==> src/rtl/muldiv_sequencer.sv <==
// muldiv_sequencer: multi-cycle RV32IM M-extension unit.
// Multiplies by WIDTH shift-add steps and divides by WIDTH restoring steps,
// both on unsigned magnitudes with a sign fix-up when the last step lands.
// Divide-by-zero and signed overflow bypass the iteration and finish at once.
module muldiv_sequencer #(
  parameter int WIDTH = 32
) (
  input  logic             clk,
  input  logic             rst_n,
  input  logic             Start,
  input  logic [2:0]       Funct3,
  input  logic [WIDTH-1:0] OperandA,
  input  logic [WIDTH-1:0] OperandB,
  output logic [WIDTH-1:0] Result,
  output logic             Busy,
  output logic             Done,
  output logic             Stall_CPU
);

  localparam int CNT_W = (WIDTH > 1) ? $clog2(WIDTH) : 1;

  typedef enum logic [1:0] {
    S_IDLE = 2'd0,
    S_CALC = 2'd1,
    S_DONE = 2'd2
  } state_t;

  state_t                 r_state;
  logic [CNT_W-1:0]       r_cnt;
  logic [2:0]             r_funct3;
  logic                   r_sign_a;
  logic                   r_sign_b;
  // Multiplicand for multiplies, divisor for divides.
  logic [WIDTH-1:0]       r_opnd;
  // Product for multiplies; low word is dividend/quotient shift register for divides.
  logic [2*WIDTH-1:0]     r_prod;
  logic [WIDTH:0]         r_rem;
  logic [WIDTH-1:0]       r_result;
  logic                   r_busy;
  logic                   r_done;

  // Operand decode in IDLE
  logic                   w_a_signed;
  logic                   w_b_signed;
  logic                   w_sign_a;
  logic                   w_sign_b;
  logic [WIDTH-1:0]       w_mag_a;
  logic [WIDTH-1:0]       w_mag_b;
  logic                   w_is_div_in;
  logic                   w_div_zero;
  logic                   w_div_ovf;
  logic [WIDTH-1:0]       w_special_res;

  // Iteration datapath
  logic [WIDTH:0]         w_add;
  logic [2*WIDTH-1:0]     w_mul_nxt;
  logic [WIDTH:0]         w_shift;
  logic [WIDTH:0]         w_diff;
  logic                   w_fit;
  logic [WIDTH:0]         w_rem_nxt;
  logic [WIDTH-1:0]       w_quo_nxt;
  logic                   w_last;

  // Sign fix-up applied to the unsigned iteration results.
  function automatic logic [WIDTH-1:0] f_finish(
    input logic [2:0]         f3,
    input logic [2*WIDTH-1:0] prod,
    input logic [WIDTH-1:0]   quo,
    input logic [WIDTH-1:0]   rem,
    input logic               sa,
    input logic               sb
  );
    logic [2*WIDTH-1:0] p;
    logic [WIDTH-1:0]   res;
    // The whole double-width product is negated so borrows from the low word
    // reach the high word correctly.
    p = (sa ^ sb) ? (~prod + 1'b1) : prod;
    case (f3)
      3'b000:  res = prod[WIDTH-1:0];
      3'b001,
      3'b010,
      3'b011:  res = p[2*WIDTH-1:WIDTH];
      3'b100,
      3'b101:  res = (sa ^ sb) ? (~quo + 1'b1) : quo;
      default: res = sa ? (~rem + 1'b1) : rem;
    endcase
    return res;
  endfunction

  // Signedness per opcode; unsigned operands keep their sign flags at zero so
  // the fix-up logic is uniform across all eight opcodes.
  always_comb begin
    w_a_signed    = (Funct3 == 3'b001) || (Funct3 == 3'b010) ||
                    (Funct3 == 3'b100) || (Funct3 == 3'b110);
    w_b_signed    = (Funct3 == 3'b001) || (Funct3 == 3'b100) || (Funct3 == 3'b110);
    w_sign_a      = w_a_signed & OperandA[WIDTH-1];
    w_sign_b      = w_b_signed & OperandB[WIDTH-1];
    w_mag_a       = w_sign_a ? (~OperandA + 1'b1) : OperandA;
    w_mag_b       = w_sign_b ? (~OperandB + 1'b1) : OperandB;
    w_is_div_in   = Funct3[2];
    w_div_zero    = w_is_div_in && (OperandB == '0);
    w_div_ovf     = w_is_div_in && !Funct3[0] &&
                    (OperandA == {1'b1, {(WIDTH-1){1'b0}}}) && (OperandB == '1);
    if (w_div_zero)
      w_special_res = Funct3[1] ? OperandA : '1;
    else
      w_special_res = Funct3[1] ? '0 : {1'b1, {(WIDTH-1){1'b0}}};
  end

  // One shift-add step and one restoring-divide step, selected in CALC.
  always_comb begin
    w_add     = {1'b0, r_prod[2*WIDTH-1:WIDTH]} + {1'b0, r_opnd};
    w_mul_nxt = r_prod[0] ? {w_add, r_prod[WIDTH-1:1]}
                          : {1'b0, r_prod[2*WIDTH-1:WIDTH], r_prod[WIDTH-1:1]};
    // The partial remainder never reaches the divisor, so its top bit is zero
    // after every step; folding it in keeps the full register in the path.
    w_shift   = {r_rem[WIDTH-1:0], r_prod[WIDTH-1]} | {r_rem[WIDTH], {WIDTH{1'b0}}};
    w_diff    = w_shift - {1'b0, r_opnd};
    w_fit     = ~w_diff[WIDTH];
    w_rem_nxt = w_fit ? w_diff : w_shift;
    w_quo_nxt = {r_prod[WIDTH-2:0], w_fit};
    w_last    = (r_cnt == CNT_W'(WIDTH - 1));
  end

  // Sequencer FSM with registered Result/Busy/Done.
  always_ff @(posedge clk) begin
    if (!rst_n) begin
      r_state  <= S_IDLE;
      r_cnt    <= '0;
      r_funct3 <= '0;
      r_sign_a <= 1'b0;
      r_sign_b <= 1'b0;
      r_opnd   <= '0;
      r_prod   <= '0;
      r_rem    <= '0;
      r_result <= '0;
      r_busy   <= 1'b0;
      r_done   <= 1'b0;
    end else begin
      case (r_state)
        S_IDLE: begin
          r_done <= 1'b0;
          if (Start) begin
            r_funct3 <= Funct3;
            r_sign_a <= w_sign_a;
            r_sign_b <= w_sign_b;
            r_cnt    <= '0;
            r_rem    <= '0;
            if (w_is_div_in) begin
              r_opnd <= w_mag_b;
              r_prod <= {{WIDTH{1'b0}}, w_mag_a};
            end else begin
              r_opnd <= w_mag_a;
              r_prod <= {{WIDTH{1'b0}}, w_mag_b};
            end
            if (w_div_zero || w_div_ovf) begin
              r_result <= w_special_res;
              r_done   <= 1'b1;
              r_state  <= S_DONE;
            end else begin
              r_busy  <= 1'b1;
              r_state <= S_CALC;
            end
          end
        end
        S_CALC: begin
          r_cnt <= r_cnt + 1'b1;
          if (r_funct3[2]) begin
            r_prod <= {{WIDTH{1'b0}}, w_quo_nxt};
            r_rem  <= w_rem_nxt;
          end else begin
            r_prod <= w_mul_nxt;
          end
          if (w_last) begin
            r_result <= f_finish(r_funct3, w_mul_nxt, w_quo_nxt,
                                 w_rem_nxt[WIDTH-1:0], r_sign_a, r_sign_b);
            r_busy   <= 1'b0;
            r_done   <= 1'b1;
            r_state  <= S_DONE;
          end
        end
        S_DONE: begin
          // Start is still high here while the CPU commits; it is ignored.
          r_done  <= 1'b0;
          r_state <= S_IDLE;
        end
        default: begin
          r_busy  <= 1'b0;
          r_done  <= 1'b0;
          r_state <= S_IDLE;
        end
      endcase
    end
  end

  assign Stall_CPU = ((r_state == S_IDLE) && Start) || (r_state == S_CALC);
  assign Result    = r_result;
  assign Busy      = r_busy;
  assign Done      = r_done;

endmodule

==> config.mk <==
export PLATFORM = sky130hd
export DESIGN_NAME = muldiv_sequencer
export DESIGN_NICKNAME = d
export VERILOG_FILES = /design/src/rtl/muldiv_sequencer.sv
export SDC_FILE = /design/constraint.sdc
export NUM_CORES = 1
export LEC_CHECK = 0
export CAP_MARGIN = 40
export CORE_AREA = 2 2 312 221
export DETAILED_ROUTE_END_ITERATION = 8
export DIE_AREA = 0 0 314 223
export DONT_BUFFER_PORTS = 1
export GPL_TIMING_DRIVEN = 0
export HOLD_SLACK_MARGIN = 0.15
export PLACE_DENSITY = 0.47
export SYNTH_ARGS = -nofsm -noshare
export SYNTH_HDL_FRONTEND = slang
export SYNTH_SLANG_ARGS = --single-unit
==> constraint.sdc <==
create_clock -name clk -period 6.1 [get_ports clk]
set_input_delay 0.915 -clock clk [delete_from_list [all_inputs] [get_ports clk]]
set_output_delay 0.915 -clock clk [all_outputs]
set_load 0.01 [all_outputs]
==> results.md, run 1 <==
| Step | Metric | This run |
|:---|:---|:---|
| global routing | First-pass GRT wire length | 126000 um |
| yosys | Synthesized flop and latch total | 175 |
| global routing | Vias in the first global route | 17813 |
| drt | Total wirelength of the detailed-routed design | 88400 um |
| floorplanning | Die height | 223 um |
| layout | Share of post-route cells with drive strength above 1 | 0.0969 |
| drt | Wire length on met1 | 41500 um |
| timing | Count of endpoints failing setup in the final report | 6 |
| drt | Routed len/inst | 26.4 um |
| layout | Layout overhead on the synthesized area | 17.2% |
| layout | Fillers | 7435 |
| worst setup path | CP top delay family | simple AND/OR/NAND/NOR gates |
| worst setup path | Category of the worst setup path capture point | flip-flop |
| worst hold path | Hold crit path type | reg2reg |
| drt | First-pass detailed-route iteration total | 6 |
| cts | Clock slew at reported path FFs | 0.08 ns |
| yosys | Count of different cell masters after synthesis | 77 |
| yosys | Share of Yosys cell area claimed by the top area cell type | 0.211 |
| timing | Setup repair after global routing missed its margin | true |
| yosys | Mean instance size in the synthesized netlist | 7.03 um^2 |
| drt | Via total after detailed routing | 19579 |
| timing | Number of pins with negative max-slew slack in the final report | 0 |
| drt | Highest Signal Layer | met5 |
| run | # Max-Cap Violations | 0 |
| timing | Hold Slack | 0.494 ns |
| power | Pleak | 6.92 nW |
| floorplanning | Initial cell density of the core | 0.247 |
| floorplanning | Cell row count | 80 |
| worst setup path | Setup CP Type | reg2reg |
| cts | Number of buffers created by CTS | 17 |
| cts | TritonCTS clock tree | built |
| worst setup path | Launching element type of the critical path | flip-flop |
| layout | Fin nets | 2579 |
| global routing | Leftover overflow at the end of global routing | 0 |
| cts | Maximum number of buffers from clock root to sink | 2 |
| power | Power density relative to cell area | 197 nW/um^2 |
| yosys | Number of warning messages in the yosys log | 0 |
| worst setup path | Data arrival time at the worst-slack endpoint | 6.69 ns |
| place | Weighted congestion at the end of routability-driven global placement | 0.994 |
| yosys | Share of flip-flops with an asynchronous set or reset after synthesis | 0 |
| place | Post-detailed-placement cell area | 17900 um^2 |
| timing | Clk_skew | 0.0187 ns |
| run status | Failing checks | setup timing |
| cts | Cell at the root of the clock tree | sky130_fd_sc_hd__clkbuf_16 |
| yosys | Post-Syn Area | 16600 um^2 |
| global routing | Initial antenna violation count | 9 |
| drt | Count of nets left with antenna violations after detail routing | 0 |
| drt | Detailed-routed wire length on met2 | 32900 um |
| timing | Final Worst Setup Slack | -0.178 ns |
| timing | Minimum clock period after layout | 6.28 ns |
| place | Buffers added on ports | 0 |
| cts | Clock latency at the later pin of the worst-skew pair | 0.48 ns |
| timing | Final worst path period share | 1.03 |
| drt | DRC viols | 0 |
| yosys | Flip-flop cell with the highest count after synthesis | sky130_fd_sc_hd__dfxtp_1 |
| layout | Final cell utilization of the core | 0.289 |
| worst setup path | CP max-delay cell | sky130_fd_sc_hd__or4_4 |
| yosys | Post-synthesis cell type with the largest combined area | sky130_fd_sc_hd__dfxtp_1 |
| drt | DR vias/cell | 5.84 |
| drt | Starting DRC count in detailed routing | 2839 |
| timing | Headroom to the max-slew limit | 0.314 |
| place | Post-Place Worst Slack | -2.61 ns |
| cts | CTS H-Tree Depth | 4 |
| timing | Number of endpoints with negative hold slack in the final report | 0 |
| timing | Max Clock Freq | 159 MHz |
| yosys | Synth area leaders | sky130_fd_sc_hd__dfxtp_1 21%, sky130_fd_sc_hd__a21oi_1 8.0%, sky130_fd_sc_hd__nor2_1 7.2%, sky130_fd_sc_hd__ha_1 5.4%, sky130_fd_sc_hd__o21ai_0 5.0% |
| yosys | Gate count of the mapped netlist | 2366 |
| global routing | Maximum number of pins on one net before global-route repair | 17 |
| yosys | Number of enable flip-flop cells after synthesis | 0 |
| layout | Commonest non-fill, non-tap cells in the layout | 314 x sky130_fd_sc_hd__nor2_1, 253 x sky130_fd_sc_hd__a21oi_1, 202 x sky130_fd_sc_hd__nand2_1 |
| power | Largest vdd supply drop | 200 uV |
| worst setup path | CP Max Fanout | 8 |
| floorplanning | I/O Pins | 105 |
| layout | Post-layout instance area | 19500 um^2 |
| timing | Measured slew at the worst slew-check pin | 1.02 ns |
| cts | # clock sinks | 175 |
| timing | Summed negative setup slack over all endpoints | -0.532 ns |
| place | Final HPWL DP | 71500 um |
| layout | Most common cell after layout, fill and taps aside | sky130_fd_sc_hd__nor2_1 |
| floorplanning | Die ar. | 70000 um^2 |
| yosys | Seq/Total Area, Yosys | 0.211 |
| floorplanning | Width of the die | 314 um |
| yosys | Syn_nets | 2510 |
| worst setup path | Crit path required time | 6.51 ns |
| global routing | Global routing usage summed across all routing layers | 0.244 |
| worst setup path | Crit path largest cell delay | 0.58 ns |
| floorplanning | Core area | 67400 um^2 |
| worst setup path | Crit path buf inv count | 3 |
| drt | DR WL met3 | 11100 um |
| run status | Run status | finished with violations |
==> cell type report <==
class	instances	area [um^2]	area share
inverter	68	264	0.0135
antenna	1	2.50	0.000128
sequential	175	3530	0.181
multi-input combinational	1956	12800	0.658
buffer	167	727	0.0373
timing repair buffer	50	403	0.0207
tap	902	1130	0.0579
clock inverter	11	156	0.00802
clock buffer	20	457	0.0234
==> synth_stat cells, types with 14 or more instances <==
cell type	number
sky130_fd_sc_hd__nor4_1	20
sky130_fd_sc_hd__a21o_1	20
sky130_fd_sc_hd__and3_1	18
sky130_fd_sc_hd__or4_1	16
sky130_fd_sc_hd__buf_1	14
sky130_fd_sc_hd__a211oi_1	85
sky130_fd_sc_hd__inv_1	66
sky130_fd_sc_hd__a221oi_1	21
sky130_fd_sc_hd__nor3_1	50
sky130_fd_sc_hd__xnor2_1	85
sky130_fd_sc_hd__dfxtp_1	175
sky130_fd_sc_hd__nand2_1	205
sky130_fd_sc_hd__o31ai_1	36
sky130_fd_sc_hd__o21ai_0	166
sky130_fd_sc_hd__ha_1	72
sky130_fd_sc_hd__nor2b_1	27
sky130_fd_sc_hd__nand3_1	40
sky130_fd_sc_hd__nand2b_1	29
sky130_fd_sc_hd__nor2_1	318
sky130_fd_sc_hd__mux2i_1	53
sky130_fd_sc_hd__o211ai_1	39
sky130_fd_sc_hd__a21oi_1	265
sky130_fd_sc_hd__nand4_1	27
sky130_fd_sc_hd__clkbuf_1	147
sky130_fd_sc_hd__and2_1	18
sky130_fd_sc_hd__a22oi_1	43
sky130_fd_sc_hd__xor2_1	89
sky130_fd_sc_hd__a31oi_1	29
==> worst reg2reg max path: stages, from the launching register on <==
cell                        delay, ns
sky130_fd_sc_hd__dfxtp_2         0.44
sky130_fd_sc_hd__inv_1           0.08
sky130_fd_sc_hd__ha_1            0.41
sky130_fd_sc_hd__a21oi_4         0.31
sky130_fd_sc_hd__o211ai_1        0.21
sky130_fd_sc_hd__nand3_2         0.17
sky130_fd_sc_hd__nand4_1         0.26
sky130_fd_sc_hd__a41oi_2         0.32
sky130_fd_sc_hd__nand2b_4        0.18
sky130_fd_sc_hd__nand2_4         0.05
sky130_fd_sc_hd__a21oi_2         0.10
sky130_fd_sc_hd__nor2b_1         0.05
sky130_fd_sc_hd__o21ai_1         0.12
sky130_fd_sc_hd__nand2b_1        0.14
sky130_fd_sc_hd__ha_4            0.36
sky130_fd_sc_hd__clkbuf_16       0.17
sky130_fd_sc_hd__clkbuf_16       0.16
sky130_fd_sc_hd__mux2i_4         0.25
sky130_fd_sc_hd__ha_2            0.21
sky130_fd_sc_hd__nand2_2         0.06
sky130_fd_sc_hd__or4_4           0.58
sky130_fd_sc_hd__or4_4           0.52
sky130_fd_sc_hd__o31a_1          0.29
sky130_fd_sc_hd__xnor2_2         0.17
sky130_fd_sc_hd__a221oi_4        0.40
sky130_fd_sc_hd__nor2b_1         0.08
sky130_fd_sc_hd__a21oi_1         0.14
==> worst paths after layout <==
kind / depth (start not counted) / startpoint / to / slack, ns
setup / recovery: 26 / r_opnd[7]$_SDFFE_PN0P_ / Result[20]$_SDFFE_PN0P_ / -0.18
hold / removal: 2 / r_cnt[4]$_SDFFE_PN0P_ / r_cnt[4]$_SDFFE_PN0P_ / 0.49
setup reg to reg: 26 / r_opnd[7]$_SDFFE_PN0P_ / Result[20]$_SDFFE_PN0P_ / -0.18
hold reg to reg: 2 / r_cnt[4]$_SDFFE_PN0P_ / r_cnt[4]$_SDFFE_PN0P_ / 0.49
==> cell families (layout without fill, tap and decap cells) <==
group / Yosys count / after routing / share of synthesized area
compound gates: 824 / 824 / 0.315
simple gates: 822 / 822 / 0.233
buf+inv: 235 / 316 / 0.0542
flops: 175 / 175 / 0.211
xor+xnor: 174 / 174 / 0.0916
fa+ha+maj: 74 / 74 / 0.0566
mux: 62 / 62 / 0.0380
other cells: 0 / 1 / 0
==> repair_timing <==
action,CTS,global route
pin swaps,35,48
endpoints found under the setup margin,53,23
setup buffers,23,12
resized for setup,108,65
hold endpoints to repair,0,0
hold buffers,0,0
==> per-stage QoR <==
stage	power [mW]	std cells
2_1_floorplan	2.00	2366
3_3_place_gp	2.43	3268
3_5_place_dp	2.44	3281
4_1_cts	3.71	3335
5_1_grt	3.96	3349
6_report	3.84	3350
==> registers in the layout, indices dropped and copies added (netlist names) <==
name and count:
Result 32, r_funct3 3, r_sign_b 1, r_prod 64, Done 1, Busy 1
r_cnt 5, r_sign_a 1, r_rem 33, r_state 2, r_opnd 32
==> power by group <==
group          leakage [nW]  total (mW)  switching [mW]  internal, mW
clock network         0.295        1.23           0.555         0.670
registers              1.43        1.27          0.0815          1.19
logic                  5.19        1.35           0.914         0.434
total                  6.92        3.84            1.55          2.29
==> layer usage <==
layer	GRT usage	vias up
li1	-	8807
met1	0.374	9497
met2	0.315	1156
met3	0.0706	117
met4	0.0806	2
met5	0	-
No activity file was read; power rests on OpenSTA's default activity.
==> run 2, diff against run 1 <==
- CELL_PAD_IN_SITES_DETAIL_PLACEMENT: not set -> 0
- CELL_PAD_IN_SITES_GLOBAL_PLACEMENT: not set -> 1
- PLACE_DENSITY: 0.47 -> 0.58
==> run 2 against run 1 <==
Compared with the run above: the flow still finishes with violations (setup timing); utilization shrank 0.14 points; register-to-register slack lost 0.30 ns; wire length up 1.2%; sequential power is essentially flat.
==> results.md, run 2 (same netlist as run 1, synthesis figures left out) <==
| Step | Metric | This run | vs previous |
|:---|:---|:---|:---|
| run status | Run status | finished with violations |  |
| run status | Failing checks | setup timing |  |
| floorplanning | Die height | 223 um | unchanged |
| layout | Register cell area after layout | 3520 um^2 | -0.21% |
| floorplanning | Cell row count | 80 | unchanged |
| cts | Cell at the root of the clock tree | sky130_fd_sc_hd__clkbuf_16 |  |
| layout | Fillers | 7431 | -0.054% |
| timing | Number of pins with negative max-slew slack in the final report | 0 | unchanged |
| power | Tot Pwr | 3.84 mW | about the same |
| power | Pleak | 6.89 nW | -0.43% |
| timing | Minimum clock period after layout | 6.58 ns | +0.303 ns |
| worst setup path | Category of the worst setup path capture point | flip-flop |  |
| drt | Via total after detailed routing | 19471 | -0.55% |
| layout | Fin nets | 2570 | -0.35% |
| layout | Flip-flop count of the largest register, all copies and words added | 64 | unchanged |
| layout | Commonest non-fill, non-tap cells in the layout | 314 x sky130_fd_sc_hd__nor2_1, 251 x sky130_fd_sc_hd__a21oi_1, 202 x sky130_fd_sc_hd__nand2_1 |  |
| cts | Clock slew at reported path FFs | 0.08 ns | about the same |
| timing | Max Clock Freq | 152 MHz | -4.6% |
| drt | Starting DRC count in detailed routing | 2486 | -12% |
| drt | Total wirelength of the detailed-routed design | 89400 um | +1.2% |
| worst setup path | Launching element type of the critical path | flip-flop |  |
| worst setup path | Data arrival time at the worst-slack endpoint | 6.95 ns | +0.26 ns |
| timing | Measured slew at the worst slew-check pin | 0.986 ns | -0.0331 ns |
| layout | Layout overhead on the synthesized area | 16.6% |  |
| layout | Share of post-route cells with drive strength above 1 | 0.0918 | -0.00501 |
| layout | Most common cell after layout, fill and taps aside | sky130_fd_sc_hd__nor2_1 |  |
| layout | Area used by multi-input combinational logic | 12800 um^2 | -0.31% |
| global routing | Maximum number of pins on one net before global-route repair | 20 | +3 |
| drt | DRC viols | 0 | unchanged |
| worst setup path | CP max-delay cell | sky130_fd_sc_hd__or4_4 |  |
| drt | DR vias/cell | 5.83 | -0.28% |
| place | Final HPWL DP | 72200 um | +0.98% |
| cts | TritonCTS clock tree | built |  |
| worst setup path | Crit path required time | 6.47 ns | -0.04 ns |
| cts | # clock sinks | 175 | unchanged |
| layout | Diode count | 0 | -1 |
| timing | Clk_skew | 0.0179 ns | -0.000795 ns |
| floorplanning | Initial cell density of the core | 0.247 | unchanged |
| drt | Routed len/inst | 26.8 um | +1.5% |
| global routing | First-pass GRT wire length | 127000 um | +1.2% |
| floorplanning | Die ar. | 70000 um^2 | unchanged |
| timing | Final worst path period share | 1.08 | +0.0496 |
| layout | Biggest registers after layout | r_prod: 64 flops, r_rem: 33 flops |  |
| worst setup path | Crit path largest cell delay | 0.52 ns | -0.06 ns |
| timing | Final Worst Setup Slack | -0.481 ns | -0.303 ns |
| floorplanning | I/O Pins | 105 | unchanged |
| timing | Number of endpoints with negative hold slack in the final report | 0 | unchanged |
| layout | Most flop-heavy register | r_prod |  |
| worst hold path | Hold crit path type | reg2reg |  |
| timing | Count of endpoints failing setup in the final report | 14 | +8 |
| timing | Setup repair after global routing missed its margin | true |  |
| cts | Maximum number of buffers from clock root to sink | 2 | unchanged |
| floorplanning | Core area | 67400 um^2 | unchanged |
| global routing | Global routing usage summed across all routing layers | 0.248 | +0.00373 |
| drt | First-pass detailed-route iteration total | 7 | +1 |
| floorplanning | Width of the die | 314 um | unchanged |
| place | Weighted congestion at the end of routability-driven global placement | 0.977 | -1.7% |
| timing | Headroom to the max-slew limit | 0.343 | +0.0283 |
| place | Buffers added on ports | 0 | unchanged |
| power | Largest vdd supply drop | 206 uV | +2.6% |
| global routing | Initial antenna violation count | 4 | -5 |
| cts | Hold buffers post-CTS | 0 | unchanged |
| power | Power density relative to cell area | 198 nW/um^2 | +0.40% |
| cts | Number of buffers created by CTS | 17 | unchanged |
| cts | Clock latency at the later pin of the worst-skew pair | 0.48 ns | about the same |
| global routing | Vias in the first global route | 17557 | -1.4% |
| timing | Hold Slack | 0.480 ns | -0.0144 ns |
| global routing | Leftover overflow at the end of global routing | 0 | unchanged |
| cts | CTS H-Tree Depth | 4 | unchanged |
| drt | Count of nets left with antenna violations after detail routing | 0 | unchanged |
| run | # Max-Cap Violations | 0 | unchanged |
| worst setup path | CP Max Fanout | 5 | -3 |
| worst setup path | Setup CP Type | reg2reg |  |
run 2: layout make-up:
class	instances	area share
multi-input cells	1956	0.659
flip-flops and latches	175	0.182
well taps	902	0.0582
plain buffers	167	0.0379
clock buffers	17	0.0219
repair buffers	41	0.0181
inverters	68	0.0134
clock inverters	15	0.00980
run 2: final timing paths:
path / from / end / slack (ns) / depth (start not counted)
worst max-delay path: r_prod[31]$_SDFFE_PN0P_ / Result[24]$_SDFFE_PN0P_ / -0.48 / 28
worst min-delay path: r_cnt[4]$_SDFFE_PN0P_ / r_cnt[4]$_SDFFE_PN0P_ / 0.48 / 2
worst max register to register: r_prod[31]$_SDFFE_PN0P_ / Result[24]$_SDFFE_PN0P_ / -0.48 / 28
worst min register to register: r_cnt[4]$_SDFFE_PN0P_ / r_cnt[4]$_SDFFE_PN0P_ / 0.48 / 2
run 2: layer usage:
| layer | share of wire | track usage | up-vias | wire (um) |
|---|---|---|---|---|
| met5 | 0 | 0 | - | 0 |
| met4 | 0.017 | 0.0491 | 0 | 1520 |
| met3 | 0.11 | 0.0586 | 75 | 9720 |
| met2 | 0.38 | 0.330 | 998 | 34200 |
| met1 | 0.49 | 0.392 | 9607 | 44000 |
| li1 | - | - | 8791 | - |
run 2: power by group:
group	switching, mW	internal (mW)	total (mW)
Clock	0.621	0.595	1.22
Sequential	0.0826	1.19	1.27
Combinational	0.919	0.435	1.35
run 2: worst max-delay path, delay by kind of cell, from the launching register on:
kind	cells	cell delay, ns
AND/OR/NAND/NOR	10	2.22
AO/OA/AOI/OAI	8	1.85
adder cells (fa/ha/maj)	3	0.92
buffers and inverters	5	0.61
flip-flops	1	0.37
multiplexers	1	0.34
XOR/XNOR	1	0.16
run 2: repair_timing:
action	in CTS	in global routing
cloned	2	0
endpoints found under the hold margin	0	0
gates resized for setup	126	44
setup buffers	18	9
setup endpoints to repair	58	25
pin swaps	33	30
run 2: stage by stage:
| step | util | setup TNS, ns | setup slack [ns] | instance area (um^2) | cells |
|---|---|---|---|---|---|
| after floorplan | - | 0 | 0.133 | 16600 | 2366 |
| after detailed placement | 0.265 | -98.64 | -3.07 | 17900 | 3278 |
| final | 0.288 | -4.17 | -0.481 | 19400 | 3341 |
| after global placement | 0.264 | -96.41 | -2.90 | 17800 | 3268 |
| after global routing | 0.288 | -6.45 | -0.607 | 19400 | 3341 |
| after CTS | 0.284 | -1.66 | -0.358 | 19200 | 3330 |
